<file path="config.mk">
export PLATFORM = sky130hd
export DESIGN_NAME = hf_mover_arbiter_flat
export DESIGN_NICKNAME = d
export VERILOG_FILES = /design/src/rtl/hf_mover_arbiter_if.sv /design/src/rtl/hf_mover_arbiter.sv /design/src/flat_wrapper.sv
export SDC_FILE = /design/constraint.sdc
export NUM_CORES = 1
export LEC_CHECK = 0
export BUFFER_PORTS_ARGS = -buffer_cell sky130_fd_sc_hd__buf_2
export CORE_ASPECT_RATIO = 1.1
export CORE_MARGIN = 2
export CORE_UTILIZATION = 40
export CTS_CLUSTER_DIAMETER = 150
export DETAILED_ROUTE_END_ITERATION = 10
export GPL_TIMING_DRIVEN = 1
export PLACE_DENSITY_LB_ADDON = 0.3
export SYNTH_ARGS = -nofsm -noshare
export SYNTH_HDL_FRONTEND = slang
export SYNTH_SLANG_ARGS = --single-unit
</file>
<file path="constraint.sdc">
create_clock -name CLK -period 4.8 [get_ports CLK]
set_clock_uncertainty 0.2 [all_clocks]
set_input_delay 0.96 -clock CLK [delete_from_list [all_inputs] [get_ports CLK]]
set_output_delay 0.96 -clock CLK [all_outputs]
set_load 0.02 [all_outputs]
</file>
<file path="src/rtl/hf_mover_arbiter_if.sv">
// Signal bundle between the section DMA engines, the block mover and the MCU
// on one side and hf_mover_arbiter on the other. The arbiter uses the master
// view. The surrounding logic or a testbench uses the slave view.
interface hf_mover_arbiter_if;
    logic [3:0]  REQ;
    logic [35:0] REQ_START;
    logic [23:0] REQ_COUNT;
    logic [91:0] REQ_PAGE;
    logic [3:0]  REQ_RD;
    logic [3:0]  REQ_ALIGN;
    logic [3:0]  GNT;
    logic [3:0]  DONE;
    logic [5:0]  DONE_COUNT;
    logic [2:0]  DONE_STATUS;
    logic        REFRESH_REQ;
    logic        REFRESH_STROBE;
    logic [8:0]  BLCK_START;
    logic [5:0]  BLCK_COUNT_REQ;
    logic [1:0]  BLCK_SECTION;
    logic [22:0] MCU_PAGE_ADDR;
    logic        BLCK_ISSUE;
    logic [1:0]  RST_MVBLCK;
    logic [1:0]  MCU_REQUEST_ALIGN;
    logic [1:0]  MCU_GRANT_ALIGN;
    logic        BLCK_WORKING;
    logic        BLCK_IRQ;
    logic        BLCK_ABRUPT_STOP;
    logic        BLCK_FRDRAM_DEVERR;
    logic [5:0]  BLCK_COUNT_SENT;

    modport master (
        input  REQ, REQ_START, REQ_COUNT, REQ_PAGE, REQ_RD, REQ_ALIGN,
        input  REFRESH_REQ, MCU_GRANT_ALIGN,
        input  BLCK_WORKING, BLCK_IRQ, BLCK_ABRUPT_STOP, BLCK_FRDRAM_DEVERR, BLCK_COUNT_SENT,
        output GNT, DONE, DONE_COUNT, DONE_STATUS, REFRESH_STROBE,
        output BLCK_START, BLCK_COUNT_REQ, BLCK_SECTION, MCU_PAGE_ADDR,
        output BLCK_ISSUE, RST_MVBLCK, MCU_REQUEST_ALIGN
    );

    modport slave (
        output REQ, REQ_START, REQ_COUNT, REQ_PAGE, REQ_RD, REQ_ALIGN,
        output REFRESH_REQ, MCU_GRANT_ALIGN,
        output BLCK_WORKING, BLCK_IRQ, BLCK_ABRUPT_STOP, BLCK_FRDRAM_DEVERR, BLCK_COUNT_SENT,
        input  GNT, DONE, DONE_COUNT, DONE_STATUS, REFRESH_STROBE,
        input  BLCK_START, BLCK_COUNT_REQ, BLCK_SECTION, MCU_PAGE_ADDR,
        input  BLCK_ISSUE, RST_MVBLCK, MCU_REQUEST_ALIGN
    );
endinterface

</file>
<file path="src/rtl/hf_mover_arbiter.sv">
// Round-robin scheduler that lends the single block mover and its DRAM port
// to hyperfabric sections 0-3. It follows each transaction to completion
// under a start watchdog. It reports per-transaction status and slots MCU
// refresh strobes into idle gaps between transactions.
module hf_mover_arbiter #(
    parameter int TIMEOUT = 4095
) (
    input  logic               CLK,
    input  logic               RST,
    hf_mover_arbiter_if.master bus
);

    localparam logic [1:0]  ST_IDLE       = 2'd0;
    localparam logic [1:0]  ST_GRANT_WAIT = 2'd1;
    localparam logic [1:0]  ST_RUN        = 2'd2;
    localparam logic [1:0]  ST_FINISH     = 2'd3;
    localparam logic [11:0] WD_LIMIT      = 12'(TIMEOUT);

    logic [1:0]  state;
    logic [1:0]  ptr;
    logic [3:0]  mask;
    logic        refresh_pending;
    logic [11:0] wd;
    logic        working_q;
    logic        seen_working;

    logic [3:0]  gnt_q;
    logic [3:0]  done_q;
    logic [5:0]  done_count_q;
    logic [2:0]  done_status_q;
    logic        strobe_q;
    logic [8:0]  start_q;
    logic [5:0]  count_q;
    logic [1:0]  section_q;
    logic [22:0] page_q;
    logic        issue_q;
    logic [1:0]  rst_mv_q;
    logic [1:0]  align_q;

    logic [3:0]  eligible;
    logic        win_valid;
    logic [1:0]  win_idx;
    logic [1:0]  cand;
    logic        grant_hit;
    logic        wd_expired;
    logic        work_fell;

    assign eligible   = bus.REQ & ~mask;
    assign grant_hit  = |(bus.MCU_GRANT_ALIGN & align_q);
    assign wd_expired = (wd == WD_LIMIT);
    assign work_fell  = seen_working && working_q && !bus.BLCK_WORKING;

    // Pick the first eligible requester after the last winner, wrapping mod 4
    always_comb begin
        win_valid = 1'b0;
        win_idx   = 2'd0;
        cand      = 2'd0;
        for (int i = 1; i <= 4; i++) begin
            cand = ptr + 2'(i);
            if (!win_valid && eligible[cand]) begin
                win_valid = 1'b1;
                win_idx   = cand;
            end
        end
    end

    // Refresh request latch: a new pulse beats the clear, extra pulses merge
    always_ff @(posedge CLK) begin
        if (RST) begin
            refresh_pending <= 1'b0;
        end else if (bus.REFRESH_REQ) begin
            refresh_pending <= 1'b1;
        end else if (state == ST_IDLE) begin
            refresh_pending <= 1'b0;
        end
    end

    // Transaction sequencer: arbitrate, wait for MCU, run, then report
    always_ff @(posedge CLK) begin
        if (RST) begin
            state         <= ST_IDLE;
            ptr           <= 2'd3;
            mask          <= 4'b0;
            wd            <= 12'd0;
            working_q     <= 1'b0;
            seen_working  <= 1'b0;
            gnt_q         <= 4'b0;
            done_q        <= 4'b0;
            done_count_q  <= 6'd0;
            done_status_q <= 3'd0;
            strobe_q      <= 1'b0;
            start_q       <= 9'd0;
            count_q       <= 6'd0;
            section_q     <= 2'd0;
            page_q        <= 23'd0;
            issue_q       <= 1'b0;
            rst_mv_q      <= 2'b0;
            align_q       <= 2'b0;
        end else begin
            issue_q <= 1'b0;
            done_q  <= 4'b0;
            case (state)
                ST_IDLE: begin
                    mask <= 4'b0;
                    if (refresh_pending) begin
                        strobe_q <= ~strobe_q;
                    end else if (win_valid) begin
                        gnt_q     <= 4'b0001 << win_idx;
                        section_q <= win_idx;
                        start_q   <= bus.REQ_START[9*win_idx +: 9];
                        count_q   <= bus.REQ_COUNT[6*win_idx +: 6];
                        page_q    <= bus.REQ_PAGE[23*win_idx +: 23];
                        rst_mv_q  <= {bus.REQ_RD[win_idx], ~bus.REQ_RD[win_idx]};
                        align_q   <= bus.REQ_ALIGN[win_idx] ? 2'b10 : 2'b01;
                        wd        <= 12'd0;
                        state     <= ST_GRANT_WAIT;
                    end
                end
                ST_GRANT_WAIT: begin
                    if (grant_hit) begin
                        issue_q      <= 1'b1;
                        working_q    <= 1'b0;
                        seen_working <= 1'b0;
                        state        <= ST_RUN;
                    end else if (wd_expired) begin
                        done_q        <= gnt_q;
                        done_count_q  <= 6'd0;
                        done_status_q <= 3'b001;
                        gnt_q         <= 4'b0;
                        align_q       <= 2'b0;
                        rst_mv_q      <= 2'b0;
                        state         <= ST_FINISH;
                    end else begin
                        wd <= wd + 12'd1;
                    end
                end
                ST_RUN: begin
                    working_q <= bus.BLCK_WORKING;
                    if (bus.BLCK_WORKING) begin
                        seen_working <= 1'b1;
                    end
                    if (work_fell) begin
                        done_q        <= gnt_q;
                        done_count_q  <= bus.BLCK_COUNT_SENT;
                        done_status_q <= {bus.BLCK_IRQ,
                                          bus.BLCK_ABRUPT_STOP | bus.BLCK_FRDRAM_DEVERR,
                                          1'b0};
                        gnt_q         <= 4'b0;
                        align_q       <= 2'b0;
                        rst_mv_q      <= 2'b0;
                        state         <= ST_FINISH;
                    end else if (!seen_working && wd_expired) begin
                        done_q        <= gnt_q;
                        done_count_q  <= 6'd0;
                        done_status_q <= 3'b001;
                        gnt_q         <= 4'b0;
                        align_q       <= 2'b0;
                        rst_mv_q      <= 2'b0;
                        state         <= ST_FINISH;
                    end else if (!seen_working) begin
                        wd <= wd + 12'd1;
                    end
                end
                ST_FINISH: begin
                    ptr   <= section_q;
                    mask  <= 4'b0001 << section_q;
                    state <= ST_IDLE;
                end
                default: begin
                    state <= ST_IDLE;
                end
            endcase
        end
    end

    assign bus.GNT               = gnt_q;
    assign bus.DONE              = done_q;
    assign bus.DONE_COUNT        = done_count_q;
    assign bus.DONE_STATUS       = done_status_q;
    assign bus.REFRESH_STROBE    = strobe_q;
    assign bus.BLCK_START        = start_q;
    assign bus.BLCK_COUNT_REQ    = count_q;
    assign bus.BLCK_SECTION      = section_q;
    assign bus.MCU_PAGE_ADDR     = page_q;
    assign bus.BLCK_ISSUE        = issue_q;
    assign bus.RST_MVBLCK        = rst_mv_q;
    assign bus.MCU_REQUEST_ALIGN = align_q;

endmodule

</file>
<file path="src/flat_wrapper.sv">
// flat-port wrapper written by rule: the top's interface ports become plain ports
module hf_mover_arbiter_flat 
#(
    parameter int TIMEOUT = 4095
)
  (CLK, RST, bus_REQ, bus_REQ_START, bus_REQ_COUNT, bus_REQ_PAGE, bus_REQ_RD, bus_REQ_ALIGN, bus_REFRESH_REQ, bus_MCU_GRANT_ALIGN, bus_BLCK_WORKING, bus_BLCK_IRQ, bus_BLCK_ABRUPT_STOP, bus_BLCK_FRDRAM_DEVERR, bus_BLCK_COUNT_SENT, bus_GNT, bus_DONE, bus_DONE_COUNT, bus_DONE_STATUS, bus_REFRESH_STROBE, bus_BLCK_START, bus_BLCK_COUNT_REQ, bus_BLCK_SECTION, bus_MCU_PAGE_ADDR, bus_BLCK_ISSUE, bus_RST_MVBLCK, bus_MCU_REQUEST_ALIGN);
  hf_mover_arbiter_if bus_i ();
  input  logic CLK;
  input  logic RST;
  input wire logic [$bits(bus_i.REQ)-1:0] bus_REQ;
  input wire logic [$bits(bus_i.REQ_START)-1:0] bus_REQ_START;
  input wire logic [$bits(bus_i.REQ_COUNT)-1:0] bus_REQ_COUNT;
  input wire logic [$bits(bus_i.REQ_PAGE)-1:0] bus_REQ_PAGE;
  input wire logic [$bits(bus_i.REQ_RD)-1:0] bus_REQ_RD;
  input wire logic [$bits(bus_i.REQ_ALIGN)-1:0] bus_REQ_ALIGN;
  input wire logic [$bits(bus_i.REFRESH_REQ)-1:0] bus_REFRESH_REQ;
  input wire logic [$bits(bus_i.MCU_GRANT_ALIGN)-1:0] bus_MCU_GRANT_ALIGN;
  input wire logic [$bits(bus_i.BLCK_WORKING)-1:0] bus_BLCK_WORKING;
  input wire logic [$bits(bus_i.BLCK_IRQ)-1:0] bus_BLCK_IRQ;
  input wire logic [$bits(bus_i.BLCK_ABRUPT_STOP)-1:0] bus_BLCK_ABRUPT_STOP;
  input wire logic [$bits(bus_i.BLCK_FRDRAM_DEVERR)-1:0] bus_BLCK_FRDRAM_DEVERR;
  input wire logic [$bits(bus_i.BLCK_COUNT_SENT)-1:0] bus_BLCK_COUNT_SENT;
  output wire logic [$bits(bus_i.GNT)-1:0] bus_GNT;
  output wire logic [$bits(bus_i.DONE)-1:0] bus_DONE;
  output wire logic [$bits(bus_i.DONE_COUNT)-1:0] bus_DONE_COUNT;
  output wire logic [$bits(bus_i.DONE_STATUS)-1:0] bus_DONE_STATUS;
  output wire logic [$bits(bus_i.REFRESH_STROBE)-1:0] bus_REFRESH_STROBE;
  output wire logic [$bits(bus_i.BLCK_START)-1:0] bus_BLCK_START;
  output wire logic [$bits(bus_i.BLCK_COUNT_REQ)-1:0] bus_BLCK_COUNT_REQ;
  output wire logic [$bits(bus_i.BLCK_SECTION)-1:0] bus_BLCK_SECTION;
  output wire logic [$bits(bus_i.MCU_PAGE_ADDR)-1:0] bus_MCU_PAGE_ADDR;
  output wire logic [$bits(bus_i.BLCK_ISSUE)-1:0] bus_BLCK_ISSUE;
  output wire logic [$bits(bus_i.RST_MVBLCK)-1:0] bus_RST_MVBLCK;
  output wire logic [$bits(bus_i.MCU_REQUEST_ALIGN)-1:0] bus_MCU_REQUEST_ALIGN;
  assign bus_i.REQ = bus_REQ;
  assign bus_i.REQ_START = bus_REQ_START;
  assign bus_i.REQ_COUNT = bus_REQ_COUNT;
  assign bus_i.REQ_PAGE = bus_REQ_PAGE;
  assign bus_i.REQ_RD = bus_REQ_RD;
  assign bus_i.REQ_ALIGN = bus_REQ_ALIGN;
  assign bus_i.REFRESH_REQ = bus_REFRESH_REQ;
  assign bus_i.MCU_GRANT_ALIGN = bus_MCU_GRANT_ALIGN;
  assign bus_i.BLCK_WORKING = bus_BLCK_WORKING;
  assign bus_i.BLCK_IRQ = bus_BLCK_IRQ;
  assign bus_i.BLCK_ABRUPT_STOP = bus_BLCK_ABRUPT_STOP;
  assign bus_i.BLCK_FRDRAM_DEVERR = bus_BLCK_FRDRAM_DEVERR;
  assign bus_i.BLCK_COUNT_SENT = bus_BLCK_COUNT_SENT;
  assign bus_GNT = bus_i.GNT;
  assign bus_DONE = bus_i.DONE;
  assign bus_DONE_COUNT = bus_i.DONE_COUNT;
  assign bus_DONE_STATUS = bus_i.DONE_STATUS;
  assign bus_REFRESH_STROBE = bus_i.REFRESH_STROBE;
  assign bus_BLCK_START = bus_i.BLCK_START;
  assign bus_BLCK_COUNT_REQ = bus_i.BLCK_COUNT_REQ;
  assign bus_BLCK_SECTION = bus_i.BLCK_SECTION;
  assign bus_MCU_PAGE_ADDR = bus_i.MCU_PAGE_ADDR;
  assign bus_BLCK_ISSUE = bus_i.BLCK_ISSUE;
  assign bus_RST_MVBLCK = bus_i.RST_MVBLCK;
  assign bus_MCU_REQUEST_ALIGN = bus_i.MCU_REQUEST_ALIGN;
  hf_mover_arbiter #(.TIMEOUT(TIMEOUT)) u_core (.CLK(CLK), .RST(RST), .bus(bus_i));
endmodule
</file>
Yosys cells after proc, flatten, opt, wreduce, memory -nomap -nowiden
Index checks and enable logic that the tools add are counted.

Output and inout port bits: 63. Input port bits: 179. Register bits after elaboration: 86. Word-level logic and storage cells: 162.

Magnitude comparators: 5. Shift-type cells: 5. Add/subtract/negate cells: 4. Bitwise gates (word level): 8. Equality and inequality tests: 16. Muxes and demuxes: 76. Reduce and logical (&&, ||, !) cells: 26. Multipliers: 3.

Operators with widths (count): indexed part select 92 x 8 -> 23 bit (1); 2-to-1 mux 12 bit (7); 2-to-1 mux 4 bit (10); 2-to-1 mux 2 bit (19); one-hot mux 12 bit (3 select lines) (1); indexed part select 36 x 7 -> 9 bit (1); 2-to-1 mux 6 bit (4); indexed part select 24 x 6 -> 6 bit (1); one-hot mux 4 bit (2 select lines) (2); less-than comparator 2 x 3 -> 1 bit, second input constant (5); 2-to-1 mux 1 bit (15); != test 2 bit, second input constant (7); adder 12 x 1 -> 12 bit, second input constant (1); binary-select mux 1 bit (select 2 bit) (6); equality test 12 bit, second input constant (1); 2-to-1 mux 3 bit (4); one-hot mux 2 bit (3 select lines) (2); one-hot mux 4 bit (3 select lines) (1); one-hot mux 6 bit (2 select lines) (1); one-hot mux 2 bit (4 select lines) (1); AND reduction 4 bit (2); AND reduction 8 bit (1); left shift 1 x 2 -> 4 bit, first input constant (2); multiplier 5 x 2 -> 7 bit, first input constant (1); 24 further kinds (47).

Longest topological paths before layout
Depth after elaboration: 20. Gate-level depth with buffers: 8. Gate-level depth less buffers: 6.

Worst setup path after synthesis
Ideal clock, no wire load.

Path type: input to register. Start point: input port bus_REQ[3]. End point: register u_core.rst_mv_q[1], in the netlist u_core.bus.RST_MVBLCK[1]. Slack: 1872 ps. Path buffers: 2. Arrival: 2611 ps. Data required time: 4483 ps. Stages: 7. Cells stage by stage: or3b_4 o211a_4 buf_6 nor2_8 buf_6 mux4_2 a32o_1.

Longest elaborated chain between the ends: 18.

RTL lines: start, declared (line flat_wrapper.sv:10) `input wire logic [$bits(bus_i.REQ)-1:0] bus_REQ;`; bitwise AND 4 bit * (line hf_mover_arbiter.sv:48) `assign eligible = bus.REQ & ~mask;`; binary-select mux 1 bit (select 2 bit) (line hf_mover_arbiter.sv:60) `if (!win_valid && eligible[cand]) begin`; 2-to-1 mux 1 bit (implied by the code) (line hf_mover_arbiter.sv:60); 2-to-1 mux 1 bit (line hf_mover_arbiter.sv:60); logical NOT 1 bit (line hf_mover_arbiter.sv:60); logical AND 1 bit (line hf_mover_arbiter.sv:60); 2-to-1 mux 1 bit (line hf_mover_arbiter.sv:60); logical NOT 1 bit (line hf_mover_arbiter.sv:60); [... 2 more ...]; logical NOT 1 bit (line hf_mover_arbiter.sv:60); logical AND 1 bit (line hf_mover_arbiter.sv:60); 2-to-1 mux 2 bit (line hf_mover_arbiter.sv:60); binary-select mux 1 bit (select 2 bit) (line hf_mover_arbiter.sv:113) `rst_mv_q <= {bus.REQ_RD[win_idx], ~bus.REQ_RD[win_idx]};`; 2-to-1 mux 1 bit (implied by the code) (line hf_mover_arbiter.sv:113); 2-to-1 mux 2 bit (line hf_mover_arbiter.sv:107) `end else if (win_valid) begin`; 2-to-1 mux 2 bit (line hf_mover_arbiter.sv:105) `if (refresh_pending) begin`; one-hot mux 2 bit (3 select lines) (line hf_mover_arbiter.sv:102) `case (state)`; end signal, assigned (line hf_mover_arbiter.sv:113); end, declared (line hf_mover_arbiter.sv:37) `logic [1:0] rst_mv_q;`.

Every way passes the cells marked *; elsewhere a longest branch is shown, timed or not. The select of a mux whose other input is x is not followed. A chain may end at the register's enable or synchronous reset.

Worst setup path after layout
Ends and elaborated chain as after synthesis.

==> out/results.ini <==
[status]
status=completed

[final_layout]
seq_area_um2=1722
nNetsFinal=940
area_growth_pct=32.36
stdcell_count=916
fill_cells=1108
multiInputGateArea_um2=2934
drive_gt1_frac=0.4205

[cts]
path_clk_slew_ns=0.06
cts.sink_count=86
root_buffer=clkbuf_16
cts_hold_buffers=0
clock_latency_ns=0.34
cts_setup_buffers=0
htreeDepth=3
cts_tree=done
cts_resized=0
cts_buffer_depth=2
numCtsBuffers=9

[sta]
fin_crit_sh=0.6787
setup_ws_ns=1.542
max_freq_ghz=0.3069
post-route-min-period_ns=3.258
slew_viol_final=0
tns_ns=0
hold_viol=0
relSlewSlack=0.2845
worst_slew_pin_slew_ns=1.071
finalSetupViolCount=0
rsz0062_at_grt=false

[yosys]
synth-edff-count=0
yosysWarnings=0
netlist_area_um2=4898
syn_nets=727
yosysSeqAreaShare=0.3515
synth_top_area_frac=0.3515
ys_async_sr_fraction=0
syn_avg_cell_area_um2=9.021
synthCells=543
yosysUniqueCellTypes=65
synthTopCellsByArea=dfxtp_1 35%, mux2_2 8.5%, a221o_1 7.6%
synthFlopType=dfxtp_1
yosys.area.top_type=dfxtp_1
ys_ff_latch=86

[power_and_ir_drop]
power.total_mw=3.131
p_switching_mw=1.288
switching_share=0.4112
p_leak_nw=2.768
seqPwrFrac=0.315
p_int_mw=1.844
p_clk_frac=0.237
max-vdd-ir-drop_mv=0.2283
powerDensity_nw_per_um2=483.0
pwr-share-comb=0.449

[critical_path]
worstSetupPathType=in2reg
startpoint_type=input pin
r2r-start=u_core.state[0]
critPathMaxFanout=41
critical_path_required_ns=4.83
critPathLaunch=bus_REQ[3]
cp_data_arrival_time_ns=3.29
end_kind=flip-flop

[floorplanning]
initial_core_util=0.4088
rows=42
die-area_um2=13150
die_x_um=109.5
core_um2=11980
ios=242
die_h_um=120.1

[grt]
grt_pass1_wl_mm=26.41
grt_pass1_vias=5416
grt_max_degree=44
grt_overflow=0
grt_usage=0.2548
grt_antenna_before_repair=2

[hold_path]
hp-class=reg2reg
hp-start=u_core.bus.DONE_COUNT[2]

[placement]
place_inst=899
port_buffers=241
dp_hpwl_mm=11.81
post-place-ws_ns=1.202
gp_congestion=0.8782

[routing]
first_pass_iters=5
totalWireLength_mm=16.82
drcViolationCount=0
num_vias=5458
drt_iter0_drc=368
wl_per_cell_um=18.36
viasPerCell=5.959
ant_nets=0

[flow_run]
drv_cap=0

[path summary, 6_finish.rpt]
path | to | slack (ns) | depth (start not counted)
worst min register to register | u_core.bus.DONE_COUNT[2] | 0.27 | 2
worst min-delay path | u_core.bus.DONE_COUNT[2] | 0.27 | 2
worst max register to register | u_core.wd[3] | 1.64 | 5
worst max-delay path | u_core.bus.RST_MVBLCK[1] | 1.54 | 6
[Yosys cell counts, types with 8 or more instances]
master,n
nand3_1,51
nor3_1,8
mux2_2,37
a21oi_1,23
buf_2,11
nand2_1,22
nor2_1,14
clkbuf_1,28
nand4_1,8
a211oi_1,39
inv_1,8
dfxtp_1,86
a32o_1,10
a221o_1,37
o21ai_0,50
[cells in the final DEF (no fill, tap or decap), types with 3 or more instances in the layout]
cell,count
buf_2,241
dfxtp_1,86
nand3_1,51
o21ai_0,50
a211oi_1,39
mux2_2,37
a221o_1,37
nand2_1,22
a21oi_1,22
nor2_1,14
a32o_1,10
clkbuf_16,9
buf_4,9
inv_1,8
nand4_1,8
nor3_1,8
o211ai_1,7
o21ai_1,7
nor4_1,6
nand2b_1,5
and3_1,5
ha_1,5
a32oi_1,4
and2_1,4
clkbuf_8,4
nor2b_1,3
mux4_2,3
a41o_1,3
a22oi_1,3
a31oi_1,3
[layer usage]
| layer | global-route usage | vias up | wire length [um] |
|---|---|---|---|
| li1 | - | 2576 | - |
| met5 | 0 | - | 31 |
| met1 | 0.3062 | 2560 | 6613 |
| met2 | 0.4394 | 290 | 8413 |
| met4 | 0.07516 | 4 | 279 |
| met3 | 0.06844 | 28 | 1480 |
[logic make-up after synthesis]
| logic type | share of synthesized area |
|---|---|
| AOI/OAI and AO/OA | 0.3172 |
| DFF | 0.3515 |
| muxes | 0.1029 |
| buffers and inverters | 0.05185 |
| adders and majority gates | 0.01277 |
| xor gates and xnor gates | 0.001788 |
| and+or+nand+nor | 0.1619 |
[final cells by class]
class,instances,share of cell area
multi-input cells,399,0.4525
flip-flops and latches,86,0.2655
repair buffers,250,0.1964
clock buffers,14,0.04381
well taps,154,0.02972
clock inverters,2,0.005789
inverters,10,0.005789
diodes,1,0.0003860
[power groups by stage]
stage	Sequential [mW]	Combinational (mW)	Clock (mW)
finish	0.985	1.41	0.741
floorplan	1.15	0.810	0
global placement	0.991	1.37	0
global route	1.00	1.53	0.781
detailed placement	0.991	1.40	0
CTS	0.983	1.40	0.754
[state kept, by name, indices dropped and copies added, names as in the netlist]
name / count
u_core.bus.DONE_STATUS: 3
u_core.wd: 12
u_core.bus.GNT: 4
u_core.refresh_pending: 1
u_core.bus.BLCK_SECTION: 2
u_core.seen_working: 1
u_core.bus.REFRESH_STROBE: 1
u_core.bus.BLCK_COUNT_REQ: 6
u_core.bus.MCU_PAGE_ADDR: 23
u_core.bus.MCU_REQUEST_ALIGN: 2
u_core.bus.DONE: 4
u_core.bus.BLCK_START: 9
u_core.state: 2
u_core.mask: 4
u_core.working_q: 1
u_core.ptr: 2
u_core.bus.RST_MVBLCK: 2
u_core.bus.BLCK_ISSUE: 1
u_core.bus.DONE_COUNT: 6
[critical path, stage by stage]
cell,delay (ns)
buf_2,0.10
or3b_4,0.40
o211a_4,0.30
nor2_8,0.66
mux4_2,0.61
a32o_1,0.22
[metrics by stage]
| step | cell area, um2 | hold WS, ns | util |
|---|---|---|---|
| 6_report | 6484 | 0.2732 | 0.5411 |
| 5_1_grt | 6481 | 0.2913 | 0.5409 |
| 4_1_cts | 6481 | 0.2778 | 0.5409 |
| 3_5_place_dp | 6160 | 0.2666 | 0.5141 |
| 3_3_place_gp | 6160 | 0.2532 | 0.5141 |
| 2_1_floorplan | 4898 | 0.2461 | - |
No activity file was read; power rests on OpenSTA's default activity.
